File: config.mk
export PLATFORM = sky130hd
export DESIGN_NAME = keypad_scan_4x4
export DESIGN_NICKNAME = d
export VERILOG_FILES = /design/src/rtl/keypad_pkg.sv /design/src/rtl/keypad_scan_4x4_sync2.sv /design/src/rtl/keypad_scan_4x4.sv
export SDC_FILE = /design/constraint.sdc
export NUM_CORES = 1
export LEC_CHECK = 0
export BUFFER_PORTS_ARGS = -buffer_cell sky130_fd_sc_hd__buf_2
export CAP_MARGIN = 20
export CORE_ASPECT_RATIO = 1.4
export CORE_UTILIZATION = 58
export DETAILED_ROUTE_END_ITERATION = 16
export HOLD_SLACK_MARGIN = 0.05
export PLACE_DENSITY = 0.9
export SLEW_MARGIN = 20
export SYNTH_ARGS = -nofsm -noshare
export SYNTH_HDL_FRONTEND = slang
export SYNTH_SLANG_ARGS = --single-unit
export TNS_END_PERCENT = 10
File: constraint.sdc
create_clock -name clk -period 4.9 [get_ports clk]
set_clock_uncertainty 0.2 [all_clocks]
set_input_delay 0.245 -clock clk [delete_from_list [all_inputs] [get_ports clk]]
set_output_delay 0.245 -clock clk [all_outputs]
set_load 0.005 [all_outputs]
File: src/rtl/keypad_pkg.sv
// Shared types, widths and column-decode helpers for the 4x4 keypad scanner.
package keypad_pkg;

  localparam int unsigned KEY_W = 4;
  localparam int unsigned NUM_W = 16;
  localparam int unsigned ROWS  = 4;
  localparam int unsigned COLS  = 4;
  localparam int unsigned ROW_W = 2;

  typedef enum logic [1:0] {
    IDLE,
    DEBOUNCE,
    HELD,
    RELEASE
  } state_e;

  // Active columns in one row sample, saturated: 0, 1, or 2 meaning "two or more".
  function automatic logic [1:0] col_hits(input logic [COLS-1:0] cols_n);
    logic [2:0] n;
    n = '0;
    for (int i = 0; i < int'(COLS); i++) n = n + 3'(~cols_n[i]);
    return (n > 3'd1) ? 2'd2 : 2'(n);
  endfunction

  // Index of the lowest active column; only meaningful when exactly one is active.
  function automatic logic [1:0] col_index(input logic [COLS-1:0] cols_n);
    logic [1:0] idx;
    idx = '0;
    for (int i = int'(COLS) - 1; i >= 0; i--) if (!cols_n[i]) idx = 2'(i);
    return idx;
  endfunction

endpackage

File: src/rtl/keypad_scan_4x4_sync2.sv
// Two-flop synchronizer for the asynchronous column sense lines; idles high like the pull-ups.
module sync2
  import keypad_pkg::*;
#(
  parameter int unsigned W = COLS
) (
  input  logic         clk,
  input  logic         rst,
  input  logic [W-1:0] d_i,
  output logic [W-1:0] q_o
);

  logic [W-1:0] meta_q;
  logic [W-1:0] sync_q;

  always_ff @(posedge clk) begin
    if (rst) begin
      meta_q <= '1;
      sync_q <= '1;
    end else begin
      meta_q <= d_i;
      sync_q <= meta_q;
    end
  end

  assign q_o = sync_q;

endmodule

File: src/rtl/keypad_scan_4x4.sv
// 4x4 matrix keypad scanner: row scan, frame classification with ghost rejection,
// press/release debounce FSM and a 16-bit digit entry shift register.
module keypad_scan_4x4
  import keypad_pkg::*;
#(
  parameter int unsigned SCAN_DIV_BITS   = 16,
  parameter int unsigned DEBOUNCE_FRAMES = 4
) (
  input  logic             clk,
  input  logic             rst,
  output logic [ROWS-1:0]  row_n,
  input  logic [COLS-1:0]  col_n,
  input  logic             clear,
  output logic [KEY_W-1:0] key,
  output logic             key_valid,
  output logic             key_held,
  output logic [NUM_W-1:0] num
);

  logic [COLS-1:0]          col_s;
  logic [SCAN_DIV_BITS-1:0] div_q;
  logic [ROW_W-1:0]         row_idx_q, row_idx_d;
  logic [ROWS-1:0]          row_n_q;
  logic [1:0]               acc_hits_q, acc_hits_d;
  logic [KEY_W-1:0]         acc_code_q, acc_code_d;
  logic [1:0]               row_hits, sum_hits;
  logic [2:0]               hit_sum;
  logic [KEY_W-1:0]         frame_code;
  logic                     tick, frame_end, frame_single;

  state_e                   state_q, state_d;
  logic [3:0]               cnt_q, cnt_d, cnt_inc;
  logic                     cnt_done, same_code;
  logic [KEY_W-1:0]         cand_q, cand_d;
  logic [KEY_W-1:0]         key_q, key_d;
  logic                     key_valid_q, key_valid_d;
  logic                     key_held_q;
  logic [NUM_W-1:0]         num_q, num_d;

  sync2 #(.W(COLS)) u_sync (
    .clk (clk),
    .rst (rst),
    .d_i (col_n),
    .q_o (col_s)
  );

  assign tick      = &div_q;
  assign frame_end = tick && (row_idx_q == 2'(ROWS - 1));

  // Accumulate contacts over the four row samples of a frame.
  always_comb begin
    row_hits   = col_hits(col_s);
    hit_sum    = 3'(acc_hits_q) + 3'(row_hits);
    sum_hits   = (hit_sum > 3'd1) ? 2'd2 : 2'(hit_sum);
    frame_code = (row_hits == 2'd1) ? {row_idx_q, col_index(col_s)} : acc_code_q;
    row_idx_d  = tick ? row_idx_q + 2'd1 : row_idx_q;
    acc_hits_d = acc_hits_q;
    acc_code_d = acc_code_q;
    if (tick) begin
      acc_hits_d = frame_end ? 2'd0 : sum_hits;
      acc_code_d = frame_end ? '0 : frame_code;
    end
  end

  assign frame_single = frame_end && (sum_hits == 2'd1);
  assign cnt_inc      = cnt_q + 4'd1;
  assign cnt_done     = (cnt_inc == 4'(DEBOUNCE_FRAMES));
  assign same_code    = (frame_code == cand_q);

  always_ff @(posedge clk) begin
    if (rst) begin
      div_q       <= '0;
      row_idx_q   <= '0;
      row_n_q     <= '1;
      acc_hits_q  <= '0;
      acc_code_q  <= '0;
      state_q     <= IDLE;
      cnt_q       <= '0;
      cand_q      <= '0;
      key_q       <= '0;
      key_valid_q <= 1'b0;
      key_held_q  <= 1'b0;
      num_q       <= '0;
    end else begin
      div_q       <= div_q + SCAN_DIV_BITS'(1);
      row_idx_q   <= row_idx_d;
      row_n_q     <= ~(ROWS'(1) << row_idx_d);
      acc_hits_q  <= acc_hits_d;
      acc_code_q  <= acc_code_d;
      state_q     <= state_d;
      cnt_q       <= cnt_d;
      cand_q      <= cand_d;
      key_q       <= key_d;
      key_valid_q <= key_valid_d;
      key_held_q  <= (state_d == HELD) || (state_d == RELEASE);
      num_q       <= num_d;
    end
  end

  // Next state: evaluated only at frame end; MULTI frames count as NONE.
  always_comb begin
    state_d = state_q;
    if (frame_end) begin
      case (state_q)
        IDLE:     if (frame_single) state_d = DEBOUNCE;
        DEBOUNCE: begin
          if (!frame_single)              state_d = IDLE;
          else if (same_code && cnt_done) state_d = HELD;
        end
        HELD:     if (!frame_single) state_d = RELEASE;
        RELEASE: begin
          if (frame_single)  state_d = HELD;
          else if (cnt_done) state_d = IDLE;
        end
        default:  state_d = IDLE;
      endcase
    end
  end

  // Datapath updates: candidate tracking, frame counter, key strobe and entry shift.
  always_comb begin
    cand_d      = cand_q;
    cnt_d       = cnt_q;
    key_d       = key_q;
    key_valid_d = 1'b0;
    if (frame_end) begin
      case (state_q)
        IDLE: begin
          if (frame_single) begin
            cand_d = frame_code;
            cnt_d  = 4'd1;
          end
        end
        DEBOUNCE: begin
          if (frame_single && same_code) begin
            cnt_d = cnt_inc;
            if (cnt_done) begin
              key_d       = cand_q;
              key_valid_d = 1'b1;
            end
          end else if (frame_single) begin
            cand_d = frame_code;
            cnt_d  = 4'd1;
          end
        end
        HELD:    if (!frame_single) cnt_d = 4'd1;
        RELEASE: if (!frame_single) cnt_d = cnt_inc;
        default: ;
      endcase
    end
    num_d = num_q;
    if (clear)            num_d = '0;
    else if (key_valid_d) num_d = {num_q[NUM_W-KEY_W-1:0], cand_q};
  end

  assign row_n     = row_n_q;
  assign key       = key_q;
  assign key_valid = key_valid_q;
  assign key_held  = key_held_q;
  assign num       = num_q;

endmodule

* Word-level counts from Yosys, hierarchy flattened
Index checks and enable logic that the tools add are counted.
Cells by class: eq/ne operators 13, bitwise operators 5, reduce and logical (&&, ||, !) cells 12, shifts and indexed selects 1, $add $sub $neg 7, muxes and demuxes 30, magnitude comparators 2
Operators with widths (count):
- 2-to-1 mux 4 bit | 8
- 2-to-1 mux 2 bit | 15
- adder 16 x 1 -> 16 bit, second input constant | 1
- one-hot mux 4 bit (4 select lines) | 1
- AND reduction 16 bit | 1
- inverter 1 -> 3 bit | 4
- equality test 2 bit, second input constant | 5
- adder 3 bit | 3
- one-hot mux 2 bit (4 select lines) | 1
- one-hot mux 4 bit (2 select lines) | 1
- equality test 2 x 1 -> 1 bit, second input constant | 3
- greater-than comparator 3 x 1 -> 1 bit, second input constant | 2
- != test 2 bit, second input constant | 3
- AND reduction 3 bit | 2
- adder 4 x 1 -> 4 bit, second input constant | 1
- equality test 4 x 3 -> 1 bit, second input constant | 1
- equality test 4 bit | 1
- logical AND 1 bit | 4
- 2-to-1 mux 1 bit | 4
- inverter 4 bit | 1
- AND reduction 4 bit | 1
- left shift 1 x 2 -> 4 bit, first input constant | 1
- adder 2 x 2 -> 3 bit | 1
- adder 2 x 1 -> 2 bit, second input constant | 1
- 4 further kinds | 4
Word-level totals: word-level logic and storage cells 84, bits of input ports 7, register bits after elaboration 68, output and inout bits 26

* Longest topological paths before layout
Gate-level depths: netlist (run 1).
word-level depth 16, gate-level depth with buffers 16, mapped depth without buffers 16

* Cells and area by module
Synthesis (run 1) repeated with hierarchy kept, for this count alone.
Second synthesis, totals: cell total of the unflattened synthesis 367, area, all modules 3208.1 um2
By module, submodules not included:
- keypad_scan_4x4 | sequential area each 1201.2 um2, cells each 351, area an instance 2997.9 um2, instances 1
- sync2 | sequential area each 160.2 um2, cells each 16, area an instance 210.2 um2, instances 1

* Least setup slack after synthesis (run 1)
Ideal clock, no wire load.
path kind register to register, start point register u_sync.sync_q[0], in the netlist u_sync.q_o[0], end point register key_q[3], in the netlist key[3], arrival time 3.547 ns, stages on the path, launching flop included 16, buffers on the path 1, period minus slack after synthesis 3.868 ns, slack 1.032 ns, cells stage by stage dfxtp_1 > fa_1 > inv_1 > ha_1 > inv_1 > ha_1 > o21ai_0 > and2_1 > ha_1 > fa_1 > nor2_1 > nand2_1 > nor3_4 > nand4_2 > buf_6 > mux2_4
On the way: longest elaborated chain between the ends 13
RTL lines:
- start, declared | line keypad_scan_4x4_sync2.sv:14 | logic [W-1:0] sync_q;
- start signal, assigned | line keypad_scan_4x4_sync2.sv:22 | sync_q <= meta_q;
- inverter 1 -> 3 bit | line keypad_pkg.sv:21 | for (int i = 0; i < int'(COLS); i++) n = n + 3'(~cols_n[i]);
- adder 3 bit (3 in series) | line keypad_pkg.sv:21
- greater-than comparator 3 x 1 -> 1 bit | line keypad_pkg.sv:22 | return (n > 3'd1) ? 2'd2 : 2'(n);
- 2-to-1 mux 2 bit | line keypad_pkg.sv:22
- adder 2 x 2 -> 3 bit | line keypad_scan_4x4.sv:53 | hit_sum = 3'(acc_hits_q) + 3'(row_hits);
- greater-than comparator 3 x 1 -> 1 bit | line keypad_scan_4x4.sv:54 | sum_hits = (hit_sum > 3'd1) ? 2'd2 : 2'(hit_sum);
- 2-to-1 mux 2 bit | line keypad_scan_4x4.sv:54
- equality test 2 x 1 -> 1 bit | line keypad_scan_4x4.sv:65 | assign frame_single = frame_end && (sum_hits == 2'd1);
- logical AND 1 bit | line keypad_scan_4x4.sv:65
- logical AND 1 bit * | line keypad_scan_4x4.sv:135 | if (frame_single && same_code) begin
- AND reduction 4 bit (no line) *
- end signal, assigned | line keypad_scan_4x4.sv:93 | key_q <= key_d;
- end, declared | line keypad_scan_4x4.sv:35 | logic [KEY_W-1:0] key_q, key_d;
Every way passes the cells marked *; elsewhere a longest branch is shown, timed or not. A chain may end at the register's enable or synchronous reset.

* Worst setup path in the final report (run 1)
start point register u_sync.sync_q[0], in the netlist u_sync.q_o[0], end point register num_q[10], in the netlist num[10]
On the way: longest elaborated chain between the ends 15
RTL lines:
- inverter 1 -> 3 bit | line keypad_pkg.sv:21
- adder 3 bit (3 in series) | line keypad_pkg.sv:21
- greater-than comparator 3 x 1 -> 1 bit | line keypad_pkg.sv:22
- 2-to-1 mux 2 bit | line keypad_pkg.sv:22
- adder 2 x 2 -> 3 bit | line keypad_scan_4x4.sv:53
- greater-than comparator 3 x 1 -> 1 bit | line keypad_scan_4x4.sv:54
- 2-to-1 mux 2 bit | line keypad_scan_4x4.sv:54
- equality test 2 x 1 -> 1 bit | line keypad_scan_4x4.sv:65
- logical AND 1 bit | line keypad_scan_4x4.sv:65
- logical AND 1 bit * | line keypad_scan_4x4.sv:135
- 2-to-1 mux 1 bit * | line keypad_scan_4x4.sv:135
- 2-to-1 mux 1 bit * | line keypad_scan_4x4.sv:127 | case (state_q)
- 2-to-1 mux 1 bit * | line keypad_scan_4x4.sv:126 | if (frame_end) begin
- end signal, assigned | line keypad_scan_4x4.sv:96 | num_q <= num_d;
- end, declared | line keypad_scan_4x4.sv:38 | logic [NUM_W-1:0] num_q, num_d;
Marks and branches as above.

==> results by group, run 1 <==
Critical path
  – Startpoint types: register
  – FF-to-FF Start: u_sync.q_o[0]
  – Register-to-Register Path Depth: 15
  – CP max FO: 19
  – Worst Path Arrival: 4.18 ns
  – Worst setup EP type: register
  – Worst Path Class, Setup: reg2reg
  – CP startpoint: u_sync.q_o[0]
  – Required time of the critical path: 4.92 ns
  – FF-to-FF setup slack: 0.74 ns
  – Critical Path End: num[10]
  – Reg2reg end: num[10]

Power
  – Leak pwr: 1.543 nW
  – PwrDens: 303.0 nW/um2
  – Max VDD drop: 0.0002470 V

Synth
  – Post-synth EDFFs: 0
  – Sequential cell area fraction in the yosys report: 45.03%
  – Top_reg_cell synth: dfxtp_1
  – Async S/R FF share, synth: 0%
  – Mapped Area: 3023 um2
  – Synth top area cells: dfxtp_1, mux2i_1, nand2_1
  – Post-Syn Nets: 341
  – Synth area leader: dfxtp_1
  – Syn Inst Count: 324
  – Register bit total from synthesis: 68
  – Distinct cells, synth: 49
  – Syn avg cell area: 9.330 um2
  – Synth top area share: 45.03%
  – Synth Warn #: 0

Clocking
  – Clock Sinks: 68
  – Worst-Skew Late Latency: 0.34 ns
  – H-tree depth: 3
  – Clock buffer depth: 2
  – CTS clk-pin slew, worst paths: 0.07 ns
  – CTS buffer count: 9
  – Setup repair bufs after CTS: 0
  – CTS Root Cell: clkbuf_8
  – TritonCTS clock tree: yes

Routing
  – Via Count: 2,312
  – Vias per std cell: 5.440
  – First drt pass iteration count: 4
  – Detailed Route Iter0 Violations: 87
  – Final ANT Viol Nets: 0
  – Wirelength per Cell: 12.87 um
  – Remaining DRCs: 0
  – Final WL: 5471 um

STA
  – Fin. max-slew vios: 0
  – Min Tclk post-route: 4.163 ns
  – RSZ-0062 raised after global routing: false
  – Final Hold Fails: 0
  – Fin crit share: 84.97%
  – Fin Setup TNS: 0 ns
  – Worst slew pin tran: 0.9608 ns
  – Fmax: 240.2 MHz
  – Final number of setup-violating endpoints: 0
  – Rel. slew slack: 35.94%

Floorplanning
  – Placement Rows: 30
  – Die Span Y: 87.42 um
  – DIE AREA: 5509 um2
  – IO Count: 33
  – Die X: 63.02 um
  – Placeable Area: 4917 um2
  – Initial Util: 61.48%

Final layout
  – Diode count: 0
  – Non-Filler Cell Area, Final: 3422 um2
  – Fillers: 362
  – Footprint of the multi-input gates: 1562 um2
  – Area Growth Syn to Fin: 13.20%
  – Register cell area after layout: 1361 um2
  – Final nets: 373
  – Layout cell share with drive strength beyond 1: 19.11%

GRT
  – Vias in the first global route: 2,201
  – Initial antenna violation count: 0
  – First-pass GRT wire length: 9591 um
  – Total global-route track usage: 22.50%
  – Congestion Overflow GR: 0
  – Largest net degree at the start of global routing: 61

Outcome
  – Status: finished, final reports clean

Placed design
  – # port buffers: 32
  – Cell Area, Placed: 3198 um2
  – Gpl congestion: 0.7762
  – Post-DP HPWL: 3739 um

Min path
  – Hold Path Depth: 4
  – Worst hold path type: in2reg

Job
  – Maxcap violations: 0
cells by family (layout without fill, tap and decap cells):
group / count (synthesis) / after routing / share of synthesized area (%)
flops: 68 / 68 / 45.03
compound gates: 40 / 40 / 8.362
buf+inv: 24 / 61 / 3.394
xor+xnor: 18 / 18 / 5.215
fa+ha+maj: 10 / 10 / 4.636
mux: 30 / 30 / 10.31
simple gates: 134 / 134 / 23.05
synth_stat cells, types with 2 or more instances:
cell,number
nor2b_1,7
xor2_1,8
nand3_1,6
nand2b_1,9
a211o_1,2
and3_1,7
nor3_1,5
or2_2,10
o31ai_1,5
xnor2_1,10
or3_1,2
a21oi_1,13
a22oi_1,3
inv_1,8
a31oi_1,2
and2_1,3
mux2_2,5
nand2_1,37
o21ai_0,6
mux2i_1,24
clkbuf_1,13
nor2_1,35
dfxtp_1,68
fa_1,2
nand4_1,3
ha_1,8
timing repair:
item / CTS / global route
hold buffers: 4 / 0
gates resized for setup: 0 / 0
hold endpoints to repair: 4 / 0
per-stage QoR:
| step | worst slack [ns] | std cells | total power [mW] | hold slack [ns] | util, % |
|---|---|---|---|---|---|
| final | 0.7366 | 425 | 1.037 | 0.1433 | 69.59 |
| after global routing | 0.4460 | 425 | 1.082 | 0.1592 | 69.59 |
| after CTS | 0.7120 | 425 | 1.047 | 0.2098 | 69.54 |
| after detailed placement | 0.7336 | 405 | 0.6323 | 0.1950 | 65.04 |
| after global placement | 0.7838 | 405 | 0.6304 | 0.1918 | 65.04 |
| after floorplan | 1.032 | 324 | 0.6195 | 0.1488 | - |
worst min-delay path by stage:
| stage | startpoint | slack, ns | to |
|---|---|---|---|
| detailed placement | u_sync.meta_q[3] | 0.19 | u_sync.q_o[3] |
| global placement | u_sync.meta_q[1] | 0.19 | u_sync.q_o[1] |
| CTS | u_sync.meta_q[3] | 0.21 | u_sync.q_o[3] |
| finish | clear | 0.14 | num[3] |
| floorplan | col_n[0] | 0.15 | u_sync.meta_q[0] |
| global route | clear | 0.16 | num[1] |
layer usage:
metal | share of wire, % | track usage, % | vias up
li1 | - | - | 1165
met1 | 43 | 24.81 | 1079
met2 | 51 | 38.91 | 53
met3 | 3.7 | 6.021 | 15
met4 | 2.3 | 12.68 | 0
met5 | 0 | 0 | -
critical path: stages (launching register included):
cell and delay, ns:
dfxtp_1 0.34, fa_1 0.54, inv_1 0.05, ha_1 0.19
inv_1 0.06, ha_1 0.23, o21ai_0 0.14, and2_1 0.16
ha_1 0.16, fa_1 0.40, nor2_1 0.21, nand2_1 0.27
nor3_4 0.42, nand4_2 0.23, buf_4 0.30, mux2i_1 0.15
final cells by class:
cell class	count	area share, %
timing repair buffer	37	6.069
clock buffer	15	5.155
multi-input combinational	232	45.63
tap	64	2.340
inverter	8	0.8775
clock inverter	1	0.1463
sequential	68	39.78
placed cells by master, fill, tap and decap left out, types with 7 or more instances in the layout:
cell type	netlist	final
mux2i_1	24	24
a21oi_1	13	13
inv_1	8	8
buf_2	1	32
ha_1	8	8
clkbuf_8	0	12
nand2b_1	9	9
nor2_1	35	34
xor2_1	8	8
or2_2	10	10
xnor2_1	10	10
and3_1	7	7
dfxtp_1	68	68
nor2b_1	7	7
nand2_1	37	37
power breakdown:
group | internal [mW] | switching [mW] | total, mW
sequential | 0.558 | 0.00358 | 0.562
clock | 0.225 | 0.189 | 0.414
combinational | 0.0238 | 0.0372 | 0.0611
total | 0.807 | 0.230 | 1.04
registers in the layout (all words and copies together), names as in the netlist:
name and count:
num 16, u_sync.meta_q 4, cnt_q 4, key_valid 1
key 4, state_q 2, acc_code_q 4, acc_hits_q 2
cand_q 4, u_sync.q_o 4, key_held 1, row_idx_q 2
row_n 4, div_q 16
No activity file was read; power rests on OpenSTA's default activity.
==> run 2, diff against run 1 <==
- CORE_UTILIZATION: 58 -> 52
- PLACE_DENSITY: 0.9 -> 0.86
- clock period: 4.9 -> 3.6 ns (I/O delays scaled with it)
==> run 2 against run 1 <==
  * The flow now finishes with violations (setup timing)
  * Register-to-register slack lost 0.81 ns
  * Critical path depth shrank 3
  * Sequential share of layout area fell by 4.3 points
  * Total power increased by 53%
  * Largest cell class unchanged
  * Die area up 11%
  * Combinational power increased to 2.6 times the previous value
  * Maximum frequency is 13% higher
==> results by group, run 2 (synthesized netlist as in run 1, its figures left out) <==
Final layout
  – Layout cell share with drive strength beyond 1: 30.08%
  – Final nets: 393
  – Commonest non-fill, non-tap cell in the layout: dfxtp_1
  – Most frequent cells in the layout: dfxtp_1, nand2_1, nor2_1
  – Fillers: 394
  – Diode count: 0
  – Footprint of the multi-input gates: 1735 um2
  – Area Growth Syn to Fin: 27.15%
  – Fin cells: 447
  – Util after Layout: 69.06%
  – Register cell area after layout: 1365 um2

Routing
  – Remaining DRCs: 0
  – Final WL: 6204 um
  – First drt pass iteration count: 4
  – Wirelength per Cell: 13.88 um
  – Via Count: 2,422
  – Final ANT Viol Nets: 0
  – Detailed Route Iter0 Violations: 113
  – Vias per std cell: 5.418

Clocking
  – TritonCTS clock tree: yes
  – Clock Sinks: 68
  – CTS buffer count: 9
  – H-tree depth: 3
  – CTS Root Cell: clkbuf_8
  – Worst-Skew Late Latency: 0.34 ns
  – CTS clk-pin slew, worst paths: 0.07 ns
  – Clock buffer depth: 2

GRT
  – Initial antenna violation count: 0
  – Met3 Track Usage GR: 7.090%
  – Congestion Overflow GR: 0
  – Total global-route track usage: 20.09%
  – Met2 usage: 35.88%
  – Vias in the first global route: 2,260
  – First-pass GRT wire length: 9370 um
  – Largest net degree at the start of global routing: 61
  – Global route hottest layer: met2
  – Met1 global-route usage: 19.94%

Critical path
  – Worst setup EP type: register
  – Register-to-Register Path Depth: 12
  – CP max FO: 3
  – Worst Path Arrival: 3.70 ns
  – Required time of the critical path: 3.63 ns
  – Startpoint types: register
  – Worst Path Class, Setup: reg2reg

Floorplanning
  – Die X: 66.44 um
  – Die Span Y: 92.22 um
  – Initial Util: 54.32%
  – IO Count: 33
  – Placement Rows: 32
  – Placeable Area: 5565 um2
  – DIE AREA: 6127 um2

Power
  – PwrDens: 412.9 nW/um2
  – Max VDD drop: 0.0003555 V
  – Clock power share: 41.8%
  – NetSw: 0.3424 mW
  – Power share of the sequential group: 48.2%
  – Leak pwr: 1.700 nW
  – Power Total: 1.587 mW
  – Logic pwr share: 10.0%
  – P_int: 1.244 mW
  – Switch share: 21.58%

Placed design
  – DP Cell Count: 421
  – # port buffers: 32
  – Gpl congestion: 0.7760
  – Post-DP HPWL: 3877 um

Outcome
  – Status: finished, violations left
  – Failing checks: setup timing

STA
  – Min Tclk post-route: 3.670 ns
  – Final number of setup-violating endpoints: 8
  – Setup ws final: -0.07040 ns
  – Rel. slew slack: 34.37%
  – Final Hold Fails: 0
  – Fin crit share: 102.0%
  – Fmax: 272.5 MHz
  – RSZ-0062 raised after global routing: true
  – Fin Hold WS: 0.1152 ns
  – Worst slew pin tran: 0.9845 ns
  – Fin. max-slew vios: 0
  – Fin Setup TNS: -0.2387 ns

Min path
  – Hold Path Depth: 5
  – Worst hold path type: in2reg

Job
  – Maxcap violations: 0
==> run 2: area by class of cell <==
type / count / area share (%)
Multi-Input combinational cell: 232 / 45.15
Clock buffer: 12 / 3.776
Tap cell: 68 / 2.214
Timing Repair Buffer: 57 / 11.00
Sequential cell: 68 / 35.51
Inverter: 8 / 0.7812
Clock inverter: 2 / 1.562
==> run 2: routing by layer <==
layer | wire, um | up-vias
li1 | - | 1204
met1 | 2427 | 1149
met2 | 3352 | 57
met3 | 263 | 12
met4 | 161 | 0
met5 | 0 | -
==> run 2: power groups by stage <==
| stage | Sequential [mW] | Combinational [mW] | Clock [mW] |
|---|---|---|---|
| final | 0.765 | 0.158 | 0.664 |
| after detailed placement | 0.782 | 0.104 | 0 |
| after global placement | 0.781 | 0.0997 | 0 |
| after global routing | 0.766 | 0.167 | 0.715 |
| after floorplan | 0.781 | 0.0704 | 0 |
| after CTS | 0.765 | 0.110 | 0.672 |
==> run 2: per-stage QoR <==
| stage | worst slack, ns | cell area [um2] |
|---|---|---|
| floorplan | -0.08912 | 3059 |
| global placement | 0.003537 | 3329 |
| detailed placement | -0.1049 | 3329 |
| CTS | -0.009561 | 3597 |
| global route | -0.1653 | 3844 |
| finish | -0.07040 | 3844 |
==> run 2: final timing paths <==
check	start	end	slack, ns
hold reg to reg	u_sync.meta_q[0]	u_sync.q_o[0]	0.21
setup reg to reg	u_sync.q_o[0]	cand_q[2]	-0.07
hold / removal	clear	num[14]	0.12
setup / recovery	u_sync.q_o[0]	cand_q[2]	-0.07
==> run 2: worst max-delay path: stages (launching register included) <==
cell and delay (ns):
dfxtp_2 0.33, fa_1 0.55, inv_2 0.05, ha_1 0.28, nand2b_4 0.17, buf_12 0.13
a21oi_4 0.18, buf_6 0.14, mux2i_4 0.26, xnor2_2 0.13, or4_4 0.59, o21ai_4 0.20
mux2_2 0.35
==> run 2: timing repair <==
action                                  4_1_cts  5_1_grt
endpoints found under the hold margin         4        0
endpoints found under the setup margin       16       31
cloned                                        0        1
gates resized for setup                       5       29
buffers inserted                              0        7
hold buffers                                  4        0
pin swaps                                     1       12
